--- src/rtl/elevator_pkg.sv ---
// Shared types and call-mask helpers for the elevator car controller.
package elevator_pkg;

  typedef enum logic [1:0] {
    IDLE,
    MOVE,
    DOOR,
    HALT
  } state_t;

  localparam int unsigned MAX_FLOORS = 16;
  localparam int unsigned MAX_FW     = 4;

  // True when any call bit lies strictly above floor.
  function automatic logic any_above(input logic [MAX_FLOORS-1:0] mask,
                                     input logic [MAX_FW-1:0]     floor);
    logic [MAX_FLOORS-1:0] upto;
    upto = MAX_FLOORS'(1) << floor;
    upto = upto | (upto - MAX_FLOORS'(1));
    return |(mask & ~upto);
  endfunction

  // True when any call bit lies strictly below floor.
  function automatic logic any_below(input logic [MAX_FLOORS-1:0] mask,
                                     input logic [MAX_FW-1:0]     floor);
    return |(mask & ((MAX_FLOORS'(1) << floor) - MAX_FLOORS'(1)));
  endfunction

endpackage

--- src/rtl/tick_counter.sv ---
// Modulo-MAX enable counter; done flags the enable that completes a full period.
module tick_counter #(
  parameter int unsigned MAX = 8
) (
  input  logic clk,
  input  logic reset_n,
  input  logic en,
  input  logic clr,
  output logic done
);

  localparam int unsigned CW = (MAX > 1) ? $clog2(MAX) : 1;

  logic [CW-1:0] count;
  logic          at_max;

  assign at_max = (count == CW'(MAX - 1));
  assign done   = en && at_max;

  always_ff @(posedge clk or negedge reset_n) begin
    if (!reset_n)  count <= '0;
    else if (clr)  count <= '0;
    else if (en)   count <= at_max ? '0 : count + CW'(1);
  end

endmodule

--- src/rtl/elevator_scheduler.sv ---
// SCAN-order elevator car controller with travel/door timing and call mask.
// Optional emergency stop is enabled by defining ELEVATOR_EMERGENCY_STOP_EN.
module elevator_scheduler
  import elevator_pkg::*;
#(
  parameter  int unsigned FLOORS          = 4,
  parameter  int unsigned TICKS_PER_FLOOR = 8,
  parameter  int unsigned DOOR_TICKS      = 6,
  localparam int unsigned FW              = $clog2(FLOORS)
) (
  input  logic              clk,
  input  logic              reset_n,
  input  logic              tick,
  input  logic              call_valid,
  input  logic [FW-1:0]     call_floor,
  input  logic              stop_req,
  output logic [FW-1:0]     current_floor,
  output logic              dir_up,
  output logic              moving,
  output logic              door_open,
  output logic              halted,
  output logic [FLOORS-1:0] pending,
  output logic              arrive
);

  state_t                state;
  logic                  stop_go;
  logic [MAX_FLOORS-1:0] pend_ext;
  logic [MAX_FW-1:0]     cur4, nxt4;
  logic [FW-1:0]         next_floor;
  logic                  ahead_cur, behind_cur, ahead_next;
  logic                  at_top_cur, at_bot_cur, at_top_next, at_bot_next;
  logic                  call_ok, door_restart;
  logic [FLOORS-1:0]     set_mask, clr_mask;
  logic                  travel_en, travel_clr, travel_done;
  logic                  door_en, door_clr, door_done;

`ifdef ELEVATOR_EMERGENCY_STOP_EN
  assign stop_go = stop_req;
`else
  logic unused_stop;
  assign unused_stop = stop_req;
  assign stop_go     = 1'b0;
`endif

  assign pend_ext   = MAX_FLOORS'(pending);
  assign next_floor = dir_up ? current_floor + FW'(1) : current_floor - FW'(1);
  assign cur4       = MAX_FW'(current_floor);
  assign nxt4       = MAX_FW'(next_floor);

  assign ahead_cur  = dir_up ? any_above(pend_ext, cur4) : any_below(pend_ext, cur4);
  assign behind_cur = dir_up ? any_below(pend_ext, cur4) : any_above(pend_ext, cur4);
  assign ahead_next = dir_up ? any_above(pend_ext, nxt4) : any_below(pend_ext, nxt4);

  assign at_top_cur  = (current_floor == FW'(FLOORS - 1));
  assign at_bot_cur  = (current_floor == '0);
  assign at_top_next = (next_floor == FW'(FLOORS - 1));
  assign at_bot_next = (next_floor == '0);

  assign call_ok      = call_valid && (32'(call_floor) < FLOORS);
  assign door_restart = (state == DOOR) && call_valid && (call_floor == current_floor) && !stop_go;

  // Counters only advance in their own state, so HALT freezes both; IDLE clears them.
  assign travel_en  = (state == MOVE) && tick && !stop_go;
  assign travel_clr = (state == IDLE);
  assign door_en    = (state == DOOR) && tick && !stop_go;
  assign door_clr   = (state == IDLE) || door_restart;

  tick_counter #(.MAX(TICKS_PER_FLOOR)) u_travel (
    .clk     (clk),
    .reset_n (reset_n),
    .en      (travel_en),
    .clr     (travel_clr),
    .done    (travel_done)
  );

  tick_counter #(.MAX(DOOR_TICKS)) u_door (
    .clk     (clk),
    .reset_n (reset_n),
    .en      (door_en),
    .clr     (door_clr),
    .done    (door_done)
  );

  // Clearing wins over setting, so a call landing on the arrival cycle is absorbed.
  always_comb begin
    set_mask = '0;
    clr_mask = '0;
    if (call_ok && !door_restart) set_mask[call_floor] = 1'b1;
    if (!stop_go) begin
      if (state == IDLE && pending[current_floor])
        clr_mask[current_floor] = 1'b1;
      else if (state == MOVE && travel_done && pending[next_floor])
        clr_mask[next_floor] = 1'b1;
    end
  end

  always_ff @(posedge clk or negedge reset_n) begin
    if (!reset_n) begin
      state         <= IDLE;
      current_floor <= '0;
      dir_up        <= 1'b1;
      moving        <= 1'b0;
      door_open     <= 1'b0;
      halted        <= 1'b0;
      arrive        <= 1'b0;
      pending       <= '0;
    end else begin
      arrive  <= 1'b0;
      pending <= (pending | set_mask) & ~clr_mask;
      if (stop_go) begin
        state     <= HALT;
        halted    <= 1'b1;
        moving    <= 1'b0;
        door_open <= 1'b0;
      end else begin
        unique case (state)
          IDLE: begin
            if (pending[current_floor]) begin
              state     <= DOOR;
              door_open <= 1'b1;
              arrive    <= 1'b1;
            end else if (ahead_cur) begin
              state  <= MOVE;
              moving <= 1'b1;
            end else if (behind_cur) begin
              state  <= MOVE;
              moving <= 1'b1;
              dir_up <= ~dir_up;
            end
          end
          MOVE: begin
            if (travel_done) begin
              current_floor <= next_floor;
              if (pending[next_floor]) begin
                state     <= DOOR;
                moving    <= 1'b0;
                door_open <= 1'b1;
                arrive    <= 1'b1;
              end else if (!ahead_next) begin
                state  <= IDLE;
                moving <= 1'b0;
                if (at_top_next)      dir_up <= 1'b0;
                else if (at_bot_next) dir_up <= 1'b1;
              end
            end
          end
          DOOR: begin
            if (!door_restart && door_done) begin
              state     <= IDLE;
              door_open <= 1'b0;
              if (at_top_cur)      dir_up <= 1'b0;
              else if (at_bot_cur) dir_up <= 1'b1;
            end
          end
          default: begin
            state  <= IDLE;
            halted <= 1'b0;
            if (at_top_cur)      dir_up <= 1'b0;
            else if (at_bot_cur) dir_up <= 1'b1;
          end
        endcase
      end
    end
  end

endmodule

--- config.mk ---
export PLATFORM = sky130hd
export DESIGN_NAME = elevator_scheduler
export DESIGN_NICKNAME = d
export VERILOG_FILES = /design/src/rtl/elevator_pkg.sv /design/src/rtl/tick_counter.sv /design/src/rtl/elevator_scheduler.sv
export SDC_FILE = /design/constraint.sdc
export NUM_CORES = 1
export LEC_CHECK = 0
export ABC_AREA = 1
export CAP_MARGIN = 20
export CORE_MARGIN = 1
export CORE_UTILIZATION = 45
export CTS_BUF_LIST = sky130_fd_sc_hd__clkbuf_4 sky130_fd_sc_hd__clkbuf_8 sky130_fd_sc_hd__clkbuf_16
export DETAILED_ROUTE_END_ITERATION = 8
export PLACE_DENSITY = 0.67
export REMOVE_ABC_BUFFERS = 1
export SYNTH_ARGS = -nofsm -noshare
export SYNTH_HDL_FRONTEND = slang
export SYNTH_HIERARCHICAL = 1
export SYNTH_SLANG_ARGS = --single-unit
--- constraint.sdc ---
create_clock -name clk -period 3 [get_ports clk]
set_clock_uncertainty 0.15 [all_clocks]
set_input_delay 0.3 -clock clk [delete_from_list [all_inputs] [get_ports clk]]
set_output_delay 0.3 -clock clk [all_outputs]
set_load 0.01 [all_outputs]
== Word level (Yosys, flattened, before mapping) ==
Cells that the tools add are included.
Word-level totals
  word-level logic and storage cells: 146
  bits in registers: 18
  input port bits: 7
Operators by class
  equality and inequality tests: 20
  add/sub/neg operators: 6
  reduce and logical (&&, ||, !) cells: 32
  multiplexer cells: 59
  bitwise logic cells: 12
  $lt $le $gt $ge: 6
  shift operators: 2
Operator list (count)
  4-bit by 16-bit bitwise AND with 16-bit output: 4
  16-bit OR reduction: 4
  1-bit 2-to-1 mux: 32
  16-bit inverter: 2
  16-bit bitwise OR: 2
  1-bit by 2-bit << shifter with 16-bit output, first input constant: 2
  16-bit by 1-bit subtractor with 16-bit output, second input constant: 2
  3-bit 2-to-1 mux: 6
  2-bit 2-to-1 mux: 8
  1-bit logical AND: 14
  4-bit 2-to-1 mux: 3
  2-bit != test, second input constant: 6
  5-bit AND reduction: 2
  2-bit by 3-bit < comparator with 1-bit output, second input constant: 3
  8-bit AND reduction: 1
  3-bit by 1-bit adder with 3-bit output, second input constant: 2
  1-bit demux with 2-bit select: 3
  2-bit equality test, second input constant: 3
  3-bit equality test, second input constant: 2
  2-bit by 1-bit greater-or-equal comparator with 1-bit output, second input constant: 3
  2-bit logical NOT: 3
  2-bit by 1-bit != test with 1-bit output, second input constant: 3
  3-bit != test, second input constant: 2
  1-bit one-hot mux with 3 select lines: 2
  other kinds (19): 23

== Longest topological paths before layout ==
  depth in word-level cells: 13
  gate-level depth with buffers: 13

== Cells and area by module ==
The synthesis kept the hierarchy.
By module, submodules not included
  elevator_scheduler: instances 1, area an instance 1113.6 sq um, cells an instance 169
  tick_counter at u_door: instances 1, area an instance 163.9 sq um, cells an instance 19
  tick_counter at u_travel: instances 1, area an instance 160.2 sq um, cells an instance 19

== Worst setup path before layout ==
OpenSTA, ideal clock, no wires.
  path type: reg-to-reg
  start: register current_floor[0]
  end: register door_open
  data arrival time: 1852 ps
  clock period less this slack: 2124 ps
  required time: 2728 ps
  setup time: 122 ps
  slack: 876 ps
  cell stages (with the launch flop): 11
  cell sequence: dfrtp_1 > buf_6 > inv_6 > fa_1 > inv_1 > nand3_1 > nand2_1 > o21ai_0 > nand2_1 > o21ai_1 > nand2_1
On the way
  cells in the longest elaborated chain, start to end: 6
  elaborated cells on any way between the ends: 15
  classes of those cells: add/sub: 2; eq/ne: 4; mux: 5; reduce/logical: 4
RTL lines
  start: declaration: RTL line elevator_scheduler.sv:17  | output logic [FW-1:0] current_floor,
  start signal: assignment: RTL line elevator_scheduler.sv:134  | current_floor <= next_floor;
  2-bit by 1-bit subtractor with 2-bit output or 2-bit by 1-bit adder with 2-bit output (tied branches): RTL line elevator_scheduler.sv:47  | assign next_floor = dir_up ? current_floor + FW'(1) : current_floor - FW'(1);
  2-bit 2-to-1 mux *: RTL line elevator_scheduler.sv:47
  net next_floor[0]: RTL line elevator_scheduler.sv:30  | logic [FW-1:0] next_floor;
  1-bit binary-select mux with 2-bit select *: RTL line elevator_scheduler.sv:135  | if (pending[next_floor]) begin
  1-bit 2-to-1 mux (not written as such) *: RTL line elevator_scheduler.sv:135
  2-bit by 1-bit != test with 1-bit output (no line) *
  5-bit AND reduction (no line) *
  end signal: assignment: RTL line elevator_scheduler.sv:121  | door_open <= 1'b1;
  end signal: assignment: RTL line elevator_scheduler.sv:138  | door_open <= 1'b1;
  end signal: assignment: RTL line elevator_scheduler.sv:151  | door_open <= 1'b0;
  end: declaration: RTL line elevator_scheduler.sv:20  | output logic door_open,
Mark *: on every way through the listed nets, which the timed path passes. The rest lies on a longest branch. The select of a mux whose other input is x is not followed.
A chain may end at the register's enable or synchronous reset.

== Final worst setup path ==
  start: register current_floor[1]
  end: register door_open
On the way
  cells in the longest elaborated chain, start to end: 6
  elaborated cells on any way between the ends: 15
  classes of those cells: add/sub: 2; eq/ne: 4; mux: 5; reduce/logical: 4
RTL lines (RTL line)
  2-bit by 1-bit subtractor with 2-bit output (tied with other cells): elevator_scheduler.sv:47
  2-bit 2-to-1 mux or 1-bit logical AND (tied branches): elevator_scheduler.sv:47, elevator_scheduler.sv:61
  1-bit binary-select mux with 2-bit select or 1-bit logical NOT (tied branches): elevator_scheduler.sv:135, elevator_scheduler.sv:149
  1-bit 2-to-1 mux (not written as such) or 1-bit logical AND (tied branches): elevator_scheduler.sv:135, elevator_scheduler.sv:149
  2-bit by 1-bit != test with 1-bit output (no line)
  5-bit AND reduction (no line) *
Mark *: on every way between the ends. The rest lies on a longest branch, timed or not. The select of a mux whose other input is x is not followed.

==> impl_metrics.toml <==
[floorplan]
std_cell_rows = 20
die_w_microns = 58.5
die_area_sq_mm = 0.00342
ios = 18
coreArea_sq_mm = 0.00305
chipHeight_microns = 58.5
start_util_pct = 47.1

[synth]
yosys.area_share.simple_pct = 40.2
synth_area_per_cell_sq_um = 6.95
synth_top_family_by_area = "simple AND/OR/NAND/NOR gates"
synth-adder-area-share_pct = 8.36
muxShareOfSynthArea_pct = 0
syn-cell-area_sq_mm = 0.00144
yosysWarnings = 6
synth-compound-area-share_pct = 7.66
synth-xor-area-share_pct = 1.22
netlist_instances = 207
synthDistinctLibCells = 32
ys_ff_latch = 18
seq_area_frac_synth_pct = 31.4

[power]
p_switching_uw = 497
power_frac_comb_pct = 51.9
power.total_uw = 1110
p_seq_share_pct = 34.2
leakage_uw = 0.000887
p_clk_share_pct = 13.9
intPower_uw = 611
ir_worst_vdd_uv = 309
p_sw_share_pct = 44.8
powerDensity_mw_per_mm2 = 671

[critical_path]
cp-startpoint = "current_floor[1]$_DFFE_PN0P_"
critPathCaptureType = "flip-flop"
r2r_start = "current_floor[1]$_DFFE_PN0P_"
crit_required_ns = 3.03
slowest_stage = "dfrtp_1"
worstPathArrival_ns = 2.28
crit_type = "reg2reg"
path_max_fanout = 8
worstPathCellList = "inv_4, fa_1, inv_1, nand3_1, nand3_2, inv_2, nor2_1, nand2_1"
slowest_delay_ns = 0.59
start_kind = "flip-flop"

[detailed_routing]
num_vias = 1295
drc = 0
routedWlPerCell_microns = 11.2
drtPass1Iterations = 4
drtIter0Drc = 93
postRouteAntennaNets = 0
wl_microns = 2990
via_per_inst = 4.85

[clock_tree]
clk-insertion-delay-late_ns = 0.29
ctsResizeCount = 0
cts_buffer_depth = 2
ctsHoldBuffers = 0
postCtsSetupBuffers = 0
cts_max_level = 1
clk_pin_slew_ns = 0.11
cts-root-buf = "clkbuf_4"
cts_tree = "yes"
clock_sinks = 18
cts_buffers = 3

[global_route]
grt_use_total_pct = 20.7
grt_pass1_vias = 1236
antenna_found_initial = 0
gr-total-overflow = 0
grt_max_degree = 19
grt_first_pass_wirelength_microns = 5440

[timing]
grt_setup_unrepaired = "false"
finalMaxSlewViolations = 0
max-slew-margin-rel_pct = 42.7
whs_ns = 0.333
timing.final.crit_period_ns = 2.25
clock.fmax_ghz = 0.445
fin_crit_sh_pct = 75.0
worst_pin_slew_ns = 0.857
setup_tns_ns = 0
setup_viol = 0
hold_violations = 0

[place]
numPortBuffers = 15
post-dp-hpwl_microns = 2320
place_congestion = 0.824

[hold_path]
hold_path_class = "in2async"

[final_layout]
utilization_pct = 54.1
layout.nets = 240
area_growth_pct = 14.9
drive_gt1_share_pct = 13.9
antenna_cells = 0

[outcome]
status = "finished clean"

[flow_run]
drv_cap = 0
-- area by class of cell --
class                      count  area (sq um)
fill                         318          1400
multi-input combinational    155           830
sequential                    18           452
timing repair buffer          16           158
inverter                      30           121
tap                           44          55.1
clock buffer                   4          36.3
-- placed cells by master, fill, tap and decap left out, types with 6 or more instances in the layout --
cell and instances:
nand2_1 58, nand3_1 24, inv_1 22, nor2_1 17, dfrtp_1 17, clkdlybuf4s50_1 15
a21oi_1 9, nand2_2 8, ha_1 8, o21ai_0 6
-- through the flow --
step                cells  cell area [sq um]  setup WS, ns
finish                267               1650         0.751
global route          267               1650         0.564
CTS                   267               1650         0.744
detailed placement    263               1620         0.766
global placement      263               1620         0.751
floorplan             203               1400         0.797
-- state kept, by name, summed over array words and instances, names as in the netlist --
| signal | count |
|---|---|
| arrive | 1 |
| current_floor | 2 |
| dir_up | 1 |
| door_open | 1 |
| moving | 1 |
| pending | 4 |
| state | 2 |
| u_door/count | 3 |
| u_travel/count | 3 |
-- worst max-delay path, delay by kind of cell, from the launching register on --
family | cells | cell delay (ns)
buf+inv | 3 | 0.28
flops | 1 | 0.59
fa+ha+maj | 1 | 0.50
simple gates | 4 | 0.62
-- cell usage after synthesis --
master	instances	area, sq um
or2_0	1	6.26
dfstp_2	1	26.3
nand3b_1	1	7.51
nand4_1	5	31.3
nor2_1	17	63.8
buf_2	1	5.00
xor2_1	2	17.5
buf_4	1	7.51
inv_6	1	8.76
ha_1	8	100
nand3_1	24	120
nand2_1	58	218
dfrtp_1	17	425
conb_1	1	3.75
inv_2	5	18.8
nor3_1	1	5.00
nor2_4	2	22.5
o21bai_1	1	7.51
nand3_2	3	30.0
buf_6	2	22.5
clkinv_2	1	5.00
inv_4	1	6.26
a21oi_1	9	45.0
nand2_4	1	11.3
a21oi_2	1	8.76
nand2_2	8	50.1
inv_1	22	82.6
o221ai_1	1	8.76
o21ai_1	2	10.0
o21ai_0	6	30.0
fa_1	1	20.0
nor2_2	2	12.5
-- worst paths after layout --
path                            depth (start not counted)                            end  slack (ns)
worst max-delay path                                    8          door_open$_DFFE_PN0P_        0.75
worst min-delay path                                    1             moving$_DFFE_PN0P_        0.33
worst max register to register                          8          door_open$_DFFE_PN0P_        0.75
worst min register to register                          2             moving$_DFFE_PN0P_        0.34
max in group asynchronous                               1  u_travel/count[0]$_DFFE_PN0P_        1.84
min in group clk                                        2             moving$_DFFE_PN0P_        0.34
-- kinds of logic (layout without fill, tap and decap cells) --
logic type / count (synthesis) / count (layout)
fa+ha+maj: 9 / 9
other cells: 1 / 1
simple gates: 123 / 123
flops: 18 / 18
compound gates: 20 / 20
xor+xnor: 2 / 2
buf+inv: 34 / 50
-- per-layer routing --
metal	share of wire, %	GRT usage (%)	vias to the layer above	wire [microns]
met2	44	35.0	22	1320
met3	3.0	2.86	6	89
met5	0	0	-	0
met1	51	27.2	580	1520
met4	2.0	7.14	0	59
li1	-	-	687	-
-- power groups by stage --
stage | clock network [uW] | logic (uW) | registers, uW
after floorplan | 0 | 397 | 387
after global placement | 0 | 576 | 384
after detailed placement | 0 | 579 | 386
after CTS | 159 | 581 | 380
after global routing | 170 | 675 | 393
final | 154 | 575 | 379
No activity file was read; power rests on OpenSTA's default activity.
